$ cat config.mk
export PLATFORM = sky130hd
export DESIGN_NAME = load_store_unit_flat
export DESIGN_NICKNAME = d
export VERILOG_FILES = /design/src/rtl/load_store_unit_if.sv /design/src/rtl/load_store_unit.sv /design/src/flat_wrapper.sv
export SDC_FILE = /design/constraint.sdc
export NUM_CORES = 1
export LEC_CHECK = 0
export CAP_MARGIN = 5
export CORE_ASPECT_RATIO = 0.75
export CORE_MARGIN = 2
export CORE_UTILIZATION = 41
export DETAILED_ROUTE_END_ITERATION = 12
export MAX_ROUTING_LAYER = met4
export PLACE_DENSITY = 0.79
export SLEW_MARGIN = 20
export SYNTH_ARGS = -nofsm -noshare
export SYNTH_HDL_FRONTEND = slang
export SYNTH_SLANG_ARGS = --single-unit
export TNS_END_PERCENT = 50
$ cat constraint.sdc
create_clock -name clock -period 1.75 [get_ports clock]
set_input_delay 0.2625 -clock clock [delete_from_list [all_inputs] [get_ports clock]]
set_output_delay 0.2625 -clock clock [all_outputs]
set_load 0.01 [all_outputs]
$ cat src/rtl/load_store_unit_if.sv
// CPU request/response channel plus the word-wide data-memory port of the load/store unit.
interface load_store_unit_if #(
    parameter int unsigned MEMORY_BITS = 10
);
    logic                   req_valid;
    logic                   req_ready;
    logic                   req_write;
    logic [2:0]             req_funct3;
    logic [31:0]            req_addr;
    logic [31:0]            req_wdata;
    logic                   resp_valid;
    logic [31:0]            resp_rdata;
    logic                   resp_err;
    logic                   mem_read_en;
    logic                   mem_write_en;
    logic [MEMORY_BITS-1:0] mem_addr;
    logic [31:0]            mem_wdata;
    logic [31:0]            mem_rdata;

    // Master is the CPU plus the memory model; slave is the load/store unit.
    modport master (
        output req_valid, req_write, req_funct3, req_addr, req_wdata, mem_rdata,
        input  req_ready, resp_valid, resp_rdata, resp_err,
               mem_read_en, mem_write_en, mem_addr, mem_wdata
    );

    modport slave (
        input  req_valid, req_write, req_funct3, req_addr, req_wdata, mem_rdata,
        output req_ready, resp_valid, resp_rdata, resp_err,
               mem_read_en, mem_write_en, mem_addr, mem_wdata
    );
endinterface

$ cat src/rtl/load_store_unit.sv
// Data-memory initiator: one RV32 load/store at a time, sub-word stores done as read-modify-write.
module load_store_unit #(
    parameter int unsigned MEMORY_BITS = 10
) (
    input  logic             clock,
    input  logic             rst,
    load_store_unit_if.slave bus
);
    localparam int unsigned ADDR_HI = MEMORY_BITS + 2;

    typedef enum logic [1:0] {IDLE, READ, WRITE, RESP} state_t;

    state_t                 r_state;
    state_t                 w_state_next;
    logic                   r_write,       w_write;
    logic [2:0]             r_funct3,      w_funct3;
    logic [1:0]             r_addr_lo,     w_addr_lo;
    logic [31:0]            r_wdata,       w_wdata;
    logic [MEMORY_BITS-1:0] r_mem_addr,    w_mem_addr;
    logic [31:0]            r_mem_wdata,   w_mem_wdata;
    logic [31:0]            r_resp_rdata,  w_resp_rdata;
    logic                   r_resp_err,    w_resp_err;
    logic                   r_req_ready;
    logic                   r_resp_valid;
    logic                   r_mem_read_en;
    logic                   r_mem_write_en;

    logic                   w_accept;
    logic                   w_funct3_ok;
    logic                   w_misaligned;
    logic                   w_out_of_range;
    logic                   w_req_err;
    logic [4:0]             w_shift;
    logic [15:0]            w_lane;
    logic [31:0]            w_lane_mask;
    logic [31:0]            w_merged;
    logic [31:0]            w_load_data;

    // Request legality, evaluated on the live request while idle.
    assign w_accept       = bus.req_valid && r_req_ready;
    assign w_funct3_ok    = bus.req_write ? (bus.req_funct3 inside {3'b000, 3'b001, 3'b010})
                                          : (bus.req_funct3 inside {3'b000, 3'b001, 3'b010, 3'b100, 3'b101});
    assign w_misaligned   = ((bus.req_funct3[1:0] == 2'b01) && bus.req_addr[0]) ||
                            ((bus.req_funct3[1:0] == 2'b10) && (bus.req_addr[1:0] != 2'b00));
    assign w_out_of_range = (bus.req_addr >> ADDR_HI) != 32'd0;
    assign w_req_err      = !w_funct3_ok || w_misaligned || w_out_of_range;

    // Lane extraction for loads and lane merge for sub-word stores.
    assign w_shift     = {r_addr_lo, 3'b000};
    assign w_lane      = 16'(bus.mem_rdata >> w_shift);
    assign w_lane_mask = (r_funct3[0] ? 32'h0000_FFFF : 32'h0000_00FF) << w_shift;
    assign w_merged    = (bus.mem_rdata & ~w_lane_mask) | ((r_wdata << w_shift) & w_lane_mask);

    always_comb begin
        w_load_data = bus.mem_rdata;
        unique case (r_funct3)
            3'b000:  w_load_data = {{24{w_lane[7]}}, w_lane[7:0]};
            3'b001:  w_load_data = {{16{w_lane[15]}}, w_lane};
            3'b100:  w_load_data = {24'd0, w_lane[7:0]};
            3'b101:  w_load_data = {16'd0, w_lane};
            default: w_load_data = bus.mem_rdata;
        endcase
    end

    // Next-state and next-register values.
    always_comb begin
        w_state_next = r_state;
        w_write      = r_write;
        w_funct3     = r_funct3;
        w_addr_lo    = r_addr_lo;
        w_wdata      = r_wdata;
        w_mem_addr   = r_mem_addr;
        w_mem_wdata  = r_mem_wdata;
        w_resp_rdata = r_resp_rdata;
        w_resp_err   = r_resp_err;
        unique case (r_state)
            IDLE: begin
                if (w_accept) begin
                    w_write      = bus.req_write;
                    w_funct3     = bus.req_funct3;
                    w_addr_lo    = bus.req_addr[1:0];
                    w_wdata      = bus.req_wdata;
                    w_mem_addr   = bus.req_addr[MEMORY_BITS+1:2];
                    w_mem_wdata  = bus.req_wdata;
                    w_resp_rdata = 32'd0;
                    w_resp_err   = w_req_err;
                    if (w_req_err)
                        w_state_next = RESP;
                    else if (bus.req_write && (bus.req_funct3 == 3'b010))
                        w_state_next = WRITE;
                    else
                        w_state_next = READ;
                end
            end
            READ: begin
                if (r_write) begin
                    w_mem_wdata  = w_merged;
                    w_state_next = WRITE;
                end else begin
                    w_resp_rdata = w_load_data;
                    w_state_next = RESP;
                end
            end
            WRITE:   w_state_next = RESP;
            RESP:    w_state_next = IDLE;
            default: w_state_next = IDLE;
        endcase
    end

    // Outputs are registered as a decode of the next state.
    always_ff @(posedge clock) begin
        if (rst) begin
            r_state        <= IDLE;
            r_write        <= 1'b0;
            r_funct3       <= 3'd0;
            r_addr_lo      <= 2'd0;
            r_wdata        <= 32'd0;
            r_mem_addr     <= '0;
            r_mem_wdata    <= 32'd0;
            r_resp_rdata   <= 32'd0;
            r_resp_err     <= 1'b0;
            r_req_ready    <= 1'b1;
            r_resp_valid   <= 1'b0;
            r_mem_read_en  <= 1'b0;
            r_mem_write_en <= 1'b0;
        end else begin
            r_state        <= w_state_next;
            r_write        <= w_write;
            r_funct3       <= w_funct3;
            r_addr_lo      <= w_addr_lo;
            r_wdata        <= w_wdata;
            r_mem_addr     <= w_mem_addr;
            r_mem_wdata    <= w_mem_wdata;
            r_resp_rdata   <= w_resp_rdata;
            r_resp_err     <= w_resp_err;
            r_req_ready    <= (w_state_next == IDLE);
            r_resp_valid   <= (w_state_next == RESP);
            r_mem_read_en  <= (w_state_next == READ);
            r_mem_write_en <= (w_state_next == WRITE);
        end
    end

    assign bus.req_ready    = r_req_ready;
    assign bus.resp_valid   = r_resp_valid;
    assign bus.resp_rdata   = r_resp_rdata;
    assign bus.resp_err     = r_resp_err;
    assign bus.mem_read_en  = r_mem_read_en;
    assign bus.mem_write_en = r_mem_write_en;
    assign bus.mem_addr     = r_mem_addr;
    assign bus.mem_wdata    = r_mem_wdata;
endmodule

$ cat src/flat_wrapper.sv
// flat-port wrapper written by rule: the top's interface ports become plain ports
module load_store_unit_flat 
#(
    parameter int unsigned MEMORY_BITS = 10
)
  (clock, rst, bus_req_valid, bus_req_write, bus_req_funct3, bus_req_addr, bus_req_wdata, bus_mem_rdata, bus_req_ready, bus_resp_valid, bus_resp_rdata, bus_resp_err, bus_mem_read_en, bus_mem_write_en, bus_mem_addr, bus_mem_wdata);
  load_store_unit_if #(.MEMORY_BITS(MEMORY_BITS)) bus_i ();
  input  logic clock;
  input  logic rst;
  input wire logic [$bits(bus_i.req_valid)-1:0] bus_req_valid;
  input wire logic [$bits(bus_i.req_write)-1:0] bus_req_write;
  input wire logic [$bits(bus_i.req_funct3)-1:0] bus_req_funct3;
  input wire logic [$bits(bus_i.req_addr)-1:0] bus_req_addr;
  input wire logic [$bits(bus_i.req_wdata)-1:0] bus_req_wdata;
  input wire logic [$bits(bus_i.mem_rdata)-1:0] bus_mem_rdata;
  output wire logic [$bits(bus_i.req_ready)-1:0] bus_req_ready;
  output wire logic [$bits(bus_i.resp_valid)-1:0] bus_resp_valid;
  output wire logic [$bits(bus_i.resp_rdata)-1:0] bus_resp_rdata;
  output wire logic [$bits(bus_i.resp_err)-1:0] bus_resp_err;
  output wire logic [$bits(bus_i.mem_read_en)-1:0] bus_mem_read_en;
  output wire logic [$bits(bus_i.mem_write_en)-1:0] bus_mem_write_en;
  output wire logic [$bits(bus_i.mem_addr)-1:0] bus_mem_addr;
  output wire logic [$bits(bus_i.mem_wdata)-1:0] bus_mem_wdata;
  assign bus_i.req_valid = bus_req_valid;
  assign bus_i.req_write = bus_req_write;
  assign bus_i.req_funct3 = bus_req_funct3;
  assign bus_i.req_addr = bus_req_addr;
  assign bus_i.req_wdata = bus_req_wdata;
  assign bus_i.mem_rdata = bus_mem_rdata;
  assign bus_req_ready = bus_i.req_ready;
  assign bus_resp_valid = bus_i.resp_valid;
  assign bus_resp_rdata = bus_i.resp_rdata;
  assign bus_resp_err = bus_i.resp_err;
  assign bus_mem_read_en = bus_i.mem_read_en;
  assign bus_mem_write_en = bus_i.mem_write_en;
  assign bus_mem_addr = bus_i.mem_addr;
  assign bus_mem_wdata = bus_i.mem_wdata;
  load_store_unit #(.MEMORY_BITS(MEMORY_BITS)) u_core (.clock(clock), .rst(rst), .bus(bus_i));
endmodule
=== Word-level counts from Yosys, hierarchy flattened ===
Cells that the tools add are included.

* Bits in writable memories: 0
* Bits in latches: 0
* Output and inout bits: 79
* Bits in registers: 119
* Bits of input ports: 103
* Memory bits (read-only): 0
* Memories kept: 0

* Divide/modulo/power cells: 0
* Bitwise operators: 4
* Eq/ne operators: 18
* $add $sub $neg: 0
* Order comparisons: 0
* Multipliers: 0
* Reduce and logical (&&, ||, !) cells: 20
* Multiplexer cells: 14
* Shift operators: 3

{| class="wikitable"
|+ Operators with widths
! cell !! number
|-
| $mux 32 || 4
|-
| $pmux 32 s2 || 2
|-
| $pmux 32 s4 || 1
|-
| $and 32x32->32 || 2
|-
| $shl 32x5->32 || 2
|-
| $not 32->32 || 1
|-
| $or 32x32->32 || 1
|-
| $reduce_bool 32->1 || 1
|-
| $shr 32x5->16 || 1
|-
| $mux 16 || 1
|-
| $eq 3x3->1 const B || 4
|-
| $eq 2x2->1 const B || 5
|-
| $pmux 2 s4 || 1
|-
| $eq 2x1->1 const B || 3
|-
| $eq 3x1->1 const B || 2
|-
| $logic_not 3->1 || 2
|-
| $mux 2 || 3
|-
| $reduce_and 3->1 || 2
|-
| $reduce_bool 5->1 || 1
|-
| $logic_and 1x1->1 || 4
|-
| $logic_not 2->1 || 2
|-
| $ne 2x1->1 const B || 2
|-
| $reduce_bool 2->1 || 2
|-
| $eq 3x2->1 const B || 1
|-
| 6 further kinds || 9
|}

=== Depth between registers and ports, before layout ===
Gate-level depths: netlist of the first run.

* Word-level depth: 10
* Gate-level depth with buffers: 9
* Depth with buffers taken out: 6

=== Worst setup path after synthesis of the first run ===
OpenSTA, ideal clock, no wires.

* Path kind: register to register
* From: reg u_core.r_state[0]
* To: reg u_core.r_mem_wdata[1] (netlist: u_core.bus.mem_wdata[1])
* Clock period less this slack: 1.927 ns
* Stages on the path, launching flop included: 10
* Arrival: 1.856 ns
* Slack: -0.177 ns
* Path buffers: 3
* Cells stage by stage: dfxtp_1 inv_1 ha_1 buf_2 a21boi_4 or3_1 clkbuf_1 buf_2 a311o_1 a21oi_1

* Longest elaborated chain between the ends: 3

{| class="wikitable"
|+ RTL lines
! what !! line !! text
|-
| start: declaration || load_store_unit.sv:13 || <nowiki>state_t r_state;</nowiki>
|-
| start signal: assignment || load_store_unit.sv:127 || <nowiki>r_state <= w_state_next;</nowiki>
|-
| $eq 2x1->1 or $logic_not 2->1 (tied branches) || load_store_unit.sv:76 || <nowiki>unique case (r_state)</nowiki>
|-
| $ne 2x1->1 (no line) or $reduce_bool 2->1 (tied branches) || -- ||
|-
| $reduce_and 3->1 (no line) || -- ||
|-
| end signal: assignment || load_store_unit.sv:133 || <nowiki>r_mem_wdata <= w_mem_wdata;</nowiki>
|-
| end: declaration || load_store_unit.sv:20 || <nowiki>logic [31:0] r_mem_wdata, w_mem_wdata;</nowiki>
|}

Parallel ways exist; a longest one is shown, timed or not.
A chain may end at the register's enable or synchronous reset.

=== Worst setup path after layout of the first run ===
* From: reg u_core.r_state[1]
* To: reg u_core.r_mem_wdata[29] (netlist: u_core.bus.mem_wdata[29])

Same word-level chain as after synthesis.

==> results of run 1 <==
flip-flops by register name, summed over array words and instances (netlist names):
signal,flops
u_core.bus.resp_rdata,32
u_core.r_addr_lo,2
u_core.bus.resp_valid,1
u_core.bus.mem_read_en,1
u_core.r_wdata,16
u_core.bus.req_ready,1
u_core.bus.mem_wdata,32
u_core.bus.resp_err,1
u_core.bus.mem_write_en,1
u_core.r_state,2
u_core.r_write,1
u_core.r_funct3,3
u_core.bus.mem_addr,10
layout make-up:
class,instances,area share (%)
multi-input cells,460,35.4
repair buffers,243,30.3
flip-flops and latches,103,26.6
clock buffers,9,2.90
well taps,166,2.67
inverters,30,1.45
clock inverters,7,0.725
timing repair:
action / 4_1_cts / 5_1_grt
hold endpoints to repair: 0 / 0
cloned: 0 / 0
pin swaps: 0 / 3
resized for setup: 3 / 24
setup endpoints to repair: 23 / 51
setup buffers: 1 / 0
metal layers:
layer / part of all wire, % / up-vias
met4: 1.5 / 0
met1: 45 / 2622
met2: 44 / 270
met5: 0 / -
li1: - / 2709
met3: 9.2 / 23
worst paths after layout:
kind                                  startpoint                                      to  cells after the start
min reg2reg  u_core.bus.mem_addr[1]$_SDFFE_PP0P_     u_core.bus.mem_addr[1]$_SDFFE_PP0P_                      2
max                 u_core.r_state[1]$_SDFF_PP0_   u_core.bus.mem_wdata[29]$_SDFFE_PP0P_                      8
max reg2reg         u_core.r_state[1]$_SDFF_PP0_   u_core.bus.mem_wdata[29]$_SDFFE_PP0P_                      8
min                                          rst  u_core.bus.resp_rdata[15]$_SDFFE_PP0P_                      4
through the flow:
stage          cells  setup WS, ps
2_1_floorplan    649          -106
3_3_place_gp    1001          -228
3_5_place_dp    1001          -282
4_1_cts         1018          15.4
5_1_grt         1018         -90.2
6_report        1018          29.6
cells by family after synthesis:
| family | share of synthesized area, % |
|---|---|
| AO/OA/AOI/OAI | 29.2 |
| adder cells (fa/ha/maj) | 0.738 |
| buffers and inverters | 6.66 |
| flip-flops | 40.5 |
| multiplexers | 3.34 |
| AND/OR/NAND/NOR | 19.6 |
power groups by stage:
stage | logic [mW] | clock network (mW) | registers (mW)
after floorplan | 2.69 | 0 | 3.63
after global placement | 5.31 | 0 | 3.46
after detailed placement | 5.42 | 0 | 3.48
after CTS | 5.47 | 1.95 | 3.44
after global routing | 6.08 | 2.03 | 3.51
final | 5.59 | 1.92 | 3.44
worst max-delay path, cell delays in order, from the launching register on:
cell	delay [ps]
dfxtp_2	340
inv_2	50
ha_2	180
nor2b_1	150
buf_4	140
nor3_4	200
buf_12	210
o21ai_1	100
o221a_2	230
placed cells by master, fill, tap and decap left out, types with 2 or more instances in the layout:
cell type / synthesis / layout
a21oi_1: 68 / 68
a22oi_1: 2 / 2
a2bb2oi_1: 15 / 15
a311o_1: 7 / 7
a311oi_1: 8 / 8
and3_1: 9 / 9
buf_12: 0 / 4
buf_4: 0 / 55
buf_6: 1 / 2
clkbuf_16: 0 / 9
clkdlybuf4s50_1: 0 / 180
clkinvlp_4: 0 / 3
dfxtp_1: 103 / 100
dfxtp_2: 0 / 3
inv_1: 28 / 26
inv_2: 1 / 3
inv_6: 0 / 2
mux2i_1: 17 / 17
nand2_1: 123 / 122
nand2b_1: 13 / 12
nand3_1: 2 / 2
nor2_1: 53 / 51
nor2_2: 0 / 2
nor2b_1: 4 / 4
nor3b_1: 2 / 2
nor4_1: 6 / 6
o211ai_1: 9 / 9
o21ai_0: 36 / 22
o21ai_1: 0 / 13
o221a_2: 15 / 15
o221ai_1: 24 / 23
o2bb2ai_1: 7 / 7
o31ai_1: 8 / 8
or2_2: 10 / 10
or3_4: 0 / 2
==> out/results.ini, run 1 <==
[finish]
synthToLayoutAreaGrowth_pct=52.6
nFillCells=1030
antennaDiodeCount=0
layout-drive-gt1-share_pct=14.6
multi_input_area_um2=2750
final_util_pct=63.6
seq_area_um2=2070
design_area_um2=7770
finalNetCount=953

[place]
placed_cell_area_um2=7410
gp_congestion=0.943
hpwl_um=13700
portBuffers=181

[pwr]
p_total_mw=11.0
seqPwrFrac_pct=31.4
p_sw_share_pct=38.0
p_clk_share_pct=17.5
leakage_nw=2.81
peakVddDrop_mv=0.837
power_switching_mw=4.16
power_density_nw_per_um2=1410
p_int_mw=6.79
p_comb_share_pct=51.1

[cts]
cts_buffers=9
holdBufCountCts=0
insertion_delay_ps=350
clock_sinks=103
root_buffer=clkbuf_16
htree_levels=3
clkTransAtPathRegs_ps=70
cts.path.max_buffers=2
cts_tree=yes

[yosys]
synth_edf_count=0
async_flop_share_pct=0
ys_warn_count=0
yosysMostFrequentCell=nand2_1
synthDistinctLibCells=46
synth-seq-cells=103
yosysTopAreaCell=dfxtp_1
ys_seq_area_share_pct=40.5
netlist_area_um2=5090
yosys-top-cells-count=123 x nand2_1, 103 x dfxtp_1, 68 x a21oi_1
syn_nets=755
syn_inst=649
syn_area_per_cell_um2=7.84
synthFlopType=dfxtp_1
synth_area_leaders=dfxtp_1 41%, nand2_1 9.1%, a21oi_1 6.7%, o221ai_1 4.1%, nor2_1 3.9%
netlist.area_leader.share_pct=40.5

[critical_path]
cp_max_fo=36
worst_ep_required_time_ps=1990
r2r_slack_ps=30
path_class=register to register
cp.arrival_ps=1960
critPathCaptureType=register
crit_path_start_kind=register

[global_route]
track_usage_pct=27.6
grt_max_degree=65
grt_use_met2_pct=43.0
grtUsageMet3_pct=7.99
top_usage_layer=met2
grt_pass1_wl_um=28000
antenna_found_initial=0
grt_pass1_vias=5436
grt_overflow=0
grt_util_met1_pct=35.1

[timing]
worstMarginPinSlew_ps=655
skew_ps=6.80
grt_setup_unrepaired=yes
fin_crit_sh_pct=98.3
fmax_mhz=581
whs_ps=320
slew_violations=0
setup_tns_ps=0
setup_violations=0
hold_viol=0
relSlewSlack_pct=56.3
post-route-min-period_ps=1720

[floorplan]
io_pins=182
die-area_um2=13300
start_util_pct=41.6
chipHeight_um=100
coreArea_um2=12200
rows=35
die_x_um=133

[status]
status=complete, no violations

[drt]
totalWireLength_um=17800
via_per_inst=5.52
first_pass_iters=5
first_iter_violations=301
drc=0
num_vias=5624
detail-route-antenna-nets=0
wire_per_inst_um=17.5

[run]
maxCapViolCount=0

[hold_path]
hold_path_class=primary input to register

Note: power is estimated with default switching activity, not from simulation.
==> run 2: changes to the inputs <==
--- a/config.mk
+++ b/config.mk
@@ -9,9 +9,11 @@
 export CORE_ASPECT_RATIO = 0.75
 export CORE_MARGIN = 2
 export CORE_UTILIZATION = 41
+export CTS_CLUSTER_SIZE = 8
 export DETAILED_ROUTE_END_ITERATION = 12
 export MAX_ROUTING_LAYER = met4
 export PLACE_DENSITY = 0.79
+export SKIP_CTS_REPAIR_TIMING = 1
 export SLEW_MARGIN = 20
 export SYNTH_ARGS = -nofsm -noshare
 export SYNTH_HDL_FRONTEND = slang
==> run 2 against run 1 <==
Net effect: sequential power hardly changed; flip-flop and latch count stayed put; worst setup slack worse by 29 ps; combinational power is 10% higher; sequential share of layout area is 0.55 points lower; fmax is 1.6% lower; clock-buffer cell count stayed put; largest cell class unchanged.
==> out/results.ini, run 2 (synthesized netlist as in run 1, its figures left out) <==
[status]
status=complete, no violations  ; unchanged

[critical_path]
critical_path.top_delay_family=compound AO/OA/AOI/OAI gates  ; was buffers and inverters
crit_path_start_kind=register  ; unchanged
cp.arrival_ps=1960  ; about the same
critPathCaptureType=register  ; unchanged
worst_ep_required_time_ps=1960  ; was 1990 ps
crit_slowest_cell=dfxtp_2  ; unchanged
cpPeakStageDelay_ps=330  ; was 340 ps
crit_path_cell_trace=inv_2 -> ha_2 -> buf_4 -> buf_12 -> o221ai_1 -> o211ai_1 -> a21oi_1  ; was inv_2 -> ha_2 -> nor2b_1 -> buf_4 -> nor3_4 -> buf_12 -> o21ai_1 -> o221a_2
cp_max_fo=64  ; was 36
worst-path-buf-inv=3  ; unchanged
path_class=register to register  ; unchanged

[floorplan]
rows=35  ; unchanged
die-area_um2=13300  ; unchanged
start_util_pct=41.6  ; unchanged
chipHeight_um=100  ; unchanged
coreArea_um2=12200  ; unchanged
die_x_um=133  ; unchanged
io_pins=182  ; unchanged

[cts]
cts_tree=yes  ; unchanged
clkTransAtPathRegs_ps=70  ; about the same
insertion_delay_ps=350  ; about the same
root_buffer=clkbuf_16  ; unchanged
htree_levels=3  ; unchanged
clock_sinks=103  ; unchanged
cts_buffers=9  ; unchanged
cts.path.max_buffers=2  ; unchanged

[timing]
slew_violations=0  ; unchanged
whs_ps=344  ; was 320 ps
setup_slack_ps=1.01  ; was 29.6 ps
fin_crit_sh_pct=99.9  ; was 98.3%
skew_ps=8.16  ; was 6.80 ps
worstMarginPinSlew_ps=661  ; was 655 ps
fmax_mhz=572  ; was 581 MHz
grt_setup_unrepaired=yes  ; unchanged
relSlewSlack_pct=55.9  ; was 56.3%
post-route-min-period_ps=1750  ; was 1720 ps
hold_viol=0  ; unchanged
setup_violations=0  ; unchanged

[place]
portBuffers=181  ; unchanged
gp_congestion=0.943  ; unchanged
dp_cells=1001  ; unchanged
hpwl_um=13700  ; unchanged
preCtsSetupSlack_ps=-282  ; unchanged

[finish]
layout_commonest_cell=clkdlybuf4s50_1  ; unchanged
synthToLayoutAreaGrowth_pct=55.9  ; was 52.6%
layout-drive-gt1-share_pct=16.1  ; was 14.6%
post_layout_nonfiller_instances=1027  ; was 1,018
finalNetCount=962  ; was 953
antennaDiodeCount=0  ; unchanged
mostFrequentLayoutCells=180 x clkdlybuf4s50_1, 122 x nand2_1, 99 x dfxtp_1, 68 x a21oi_1, 55 x buf_4  ; was 180 x clkdlybuf4s50_1, 122 x nand2_1, 100 x dfxtp_1, 68 x a21oi_1, 55 x buf_4

[run]
maxCapViolCount=0  ; unchanged

[pwr]
p_int_mw=7.15  ; was 6.79 mW
p_clk_share_pct=16.7  ; was 17.5%
leakage_nw=2.88  ; was 2.81 nW
p_sw_share_pct=37.9  ; was 38.0%
p_comb_share_pct=53.5  ; was 51.1%
power_density_nw_per_um2=1450  ; was 1410 nW/um2
power_switching_mw=4.37  ; was 4.16 mW
peakVddDrop_mv=0.879  ; was 0.837 mV
seqPwrFrac_pct=29.8  ; was 31.4%

[global_route]
grt_max_degree=65  ; unchanged
antenna_found_initial=0  ; unchanged
grt_overflow=0  ; unchanged
grt_pass1_vias=5428  ; was 5,436
track_usage_pct=27.6  ; about the same
grt_pass1_wl_um=28000  ; about the same

[drt]
detail-route-antenna-nets=0  ; unchanged
wire_per_inst_um=18.0  ; was 17.5 um
first_pass_iters=5  ; unchanged
drc=0  ; unchanged
via_per_inst=5.60  ; was 5.52
num_vias=5748  ; was 5,624
first_iter_violations=333  ; was 301
totalWireLength_um=18500  ; was 17,800 um

[hold_path]
hold_path_class=primary input to register  ; unchanged

-- run 2: cell types whose count changed in the layout (fill, tap and decap cells not counted), moves of 2 or more --
| cell | delta |
|---|---|
| o21ai_1 | -2 |
| mux2i_2 | +2 |
| o21ai_2 | +2 |
| clkbuf_16 | +3 |
| mux2i_1 | -2 |
| buf_6 | +7 |
-- run 2: worst paths after layout --
path	startpoint	slack [ps]	cells past startpoint	end
hold reg to reg	u_core.bus.resp_rdata[23]$_SDFFE_PP0P_	450	2	u_core.bus.resp_rdata[23]$_SDFFE_PP0P_
setup / recovery	u_core.r_state[1]$_SDFF_PP0_	1	7	u_core.bus.mem_wdata[18]$_SDFFE_PP0P_
setup reg to reg	u_core.r_state[1]$_SDFF_PP0_	1	7	u_core.bus.mem_wdata[18]$_SDFFE_PP0P_
hold / removal	rst	340	4	u_core.bus.resp_rdata[15]$_SDFFE_PP0P_
-- run 2: cell type report --
| type | instances | area, um2 |
|---|---|---|
| clock buffers | 9 | 225 |
| clock inverters | 7 | 56.3 |
| fillers | 1014 | 4280 |
| inverters | 30 | 113 |
| multi-input cells | 460 | 2790 |
| flip-flops and latches | 103 | 2070 |
| well taps | 166 | 208 |
| repair buffers | 252 | 2480 |
-- run 2: power by group through the flow --
stage / Combinational, mW / Clock (mW) / Sequential, mW
after global placement: 5.31 / 0 / 3.46
after CTS: 5.45 / 1.95 / 3.44
after floorplan: 2.69 / 0 / 3.63
after detailed placement: 5.42 / 0 / 3.48
final: 6.17 / 1.92 / 3.44
after global routing: 6.66 / 2.03 / 3.51
-- run 2: per-stage QoR --
stage	power [mW]	setup TNS, ps	util [%]	cell area, um2
after floorplan	6.33	-373	-	5120
after global routing	12.2	-1290	64.9	7930
after CTS	10.8	-984	63.0	7690
after global placement	8.78	-10930	60.7	7410
after detailed placement	8.91	-13970	60.7	7410
final	11.5	0	64.9	7930
-- run 2: metal layers --
layer  track usage (%)  vias to the layer above  wire (um)  part of all wire, %
met2              43.0                      273       8120                   44
met3              7.99                       27       1760                  9.5
met5                 -                        -          0                    0
met1              35.1                     2717       8300                   45
met4              7.69                        0        295                  1.6
li1                  -                     2731          -                    -
-- run 2: worst min-delay path, stage by stage --
cell	delay, ps
buf_2	150
nor3_4	70
o21ai_0	80
o21ai_0	80
==> run 3: changes to the inputs <==
--- a/config.mk
+++ b/config.mk
@@ -14,7 +14,6 @@
 export MAX_ROUTING_LAYER = met4
 export PLACE_DENSITY = 0.79
 export SKIP_CTS_REPAIR_TIMING = 1
-export SLEW_MARGIN = 20
 export SYNTH_ARGS = -nofsm -noshare
 export SYNTH_HDL_FRONTEND = slang
 export SYNTH_SLANG_ARGS = --single-unit
==> results of run 3 <==
Same layout as run 2: the final DEF is identical, and so are final timing and power.
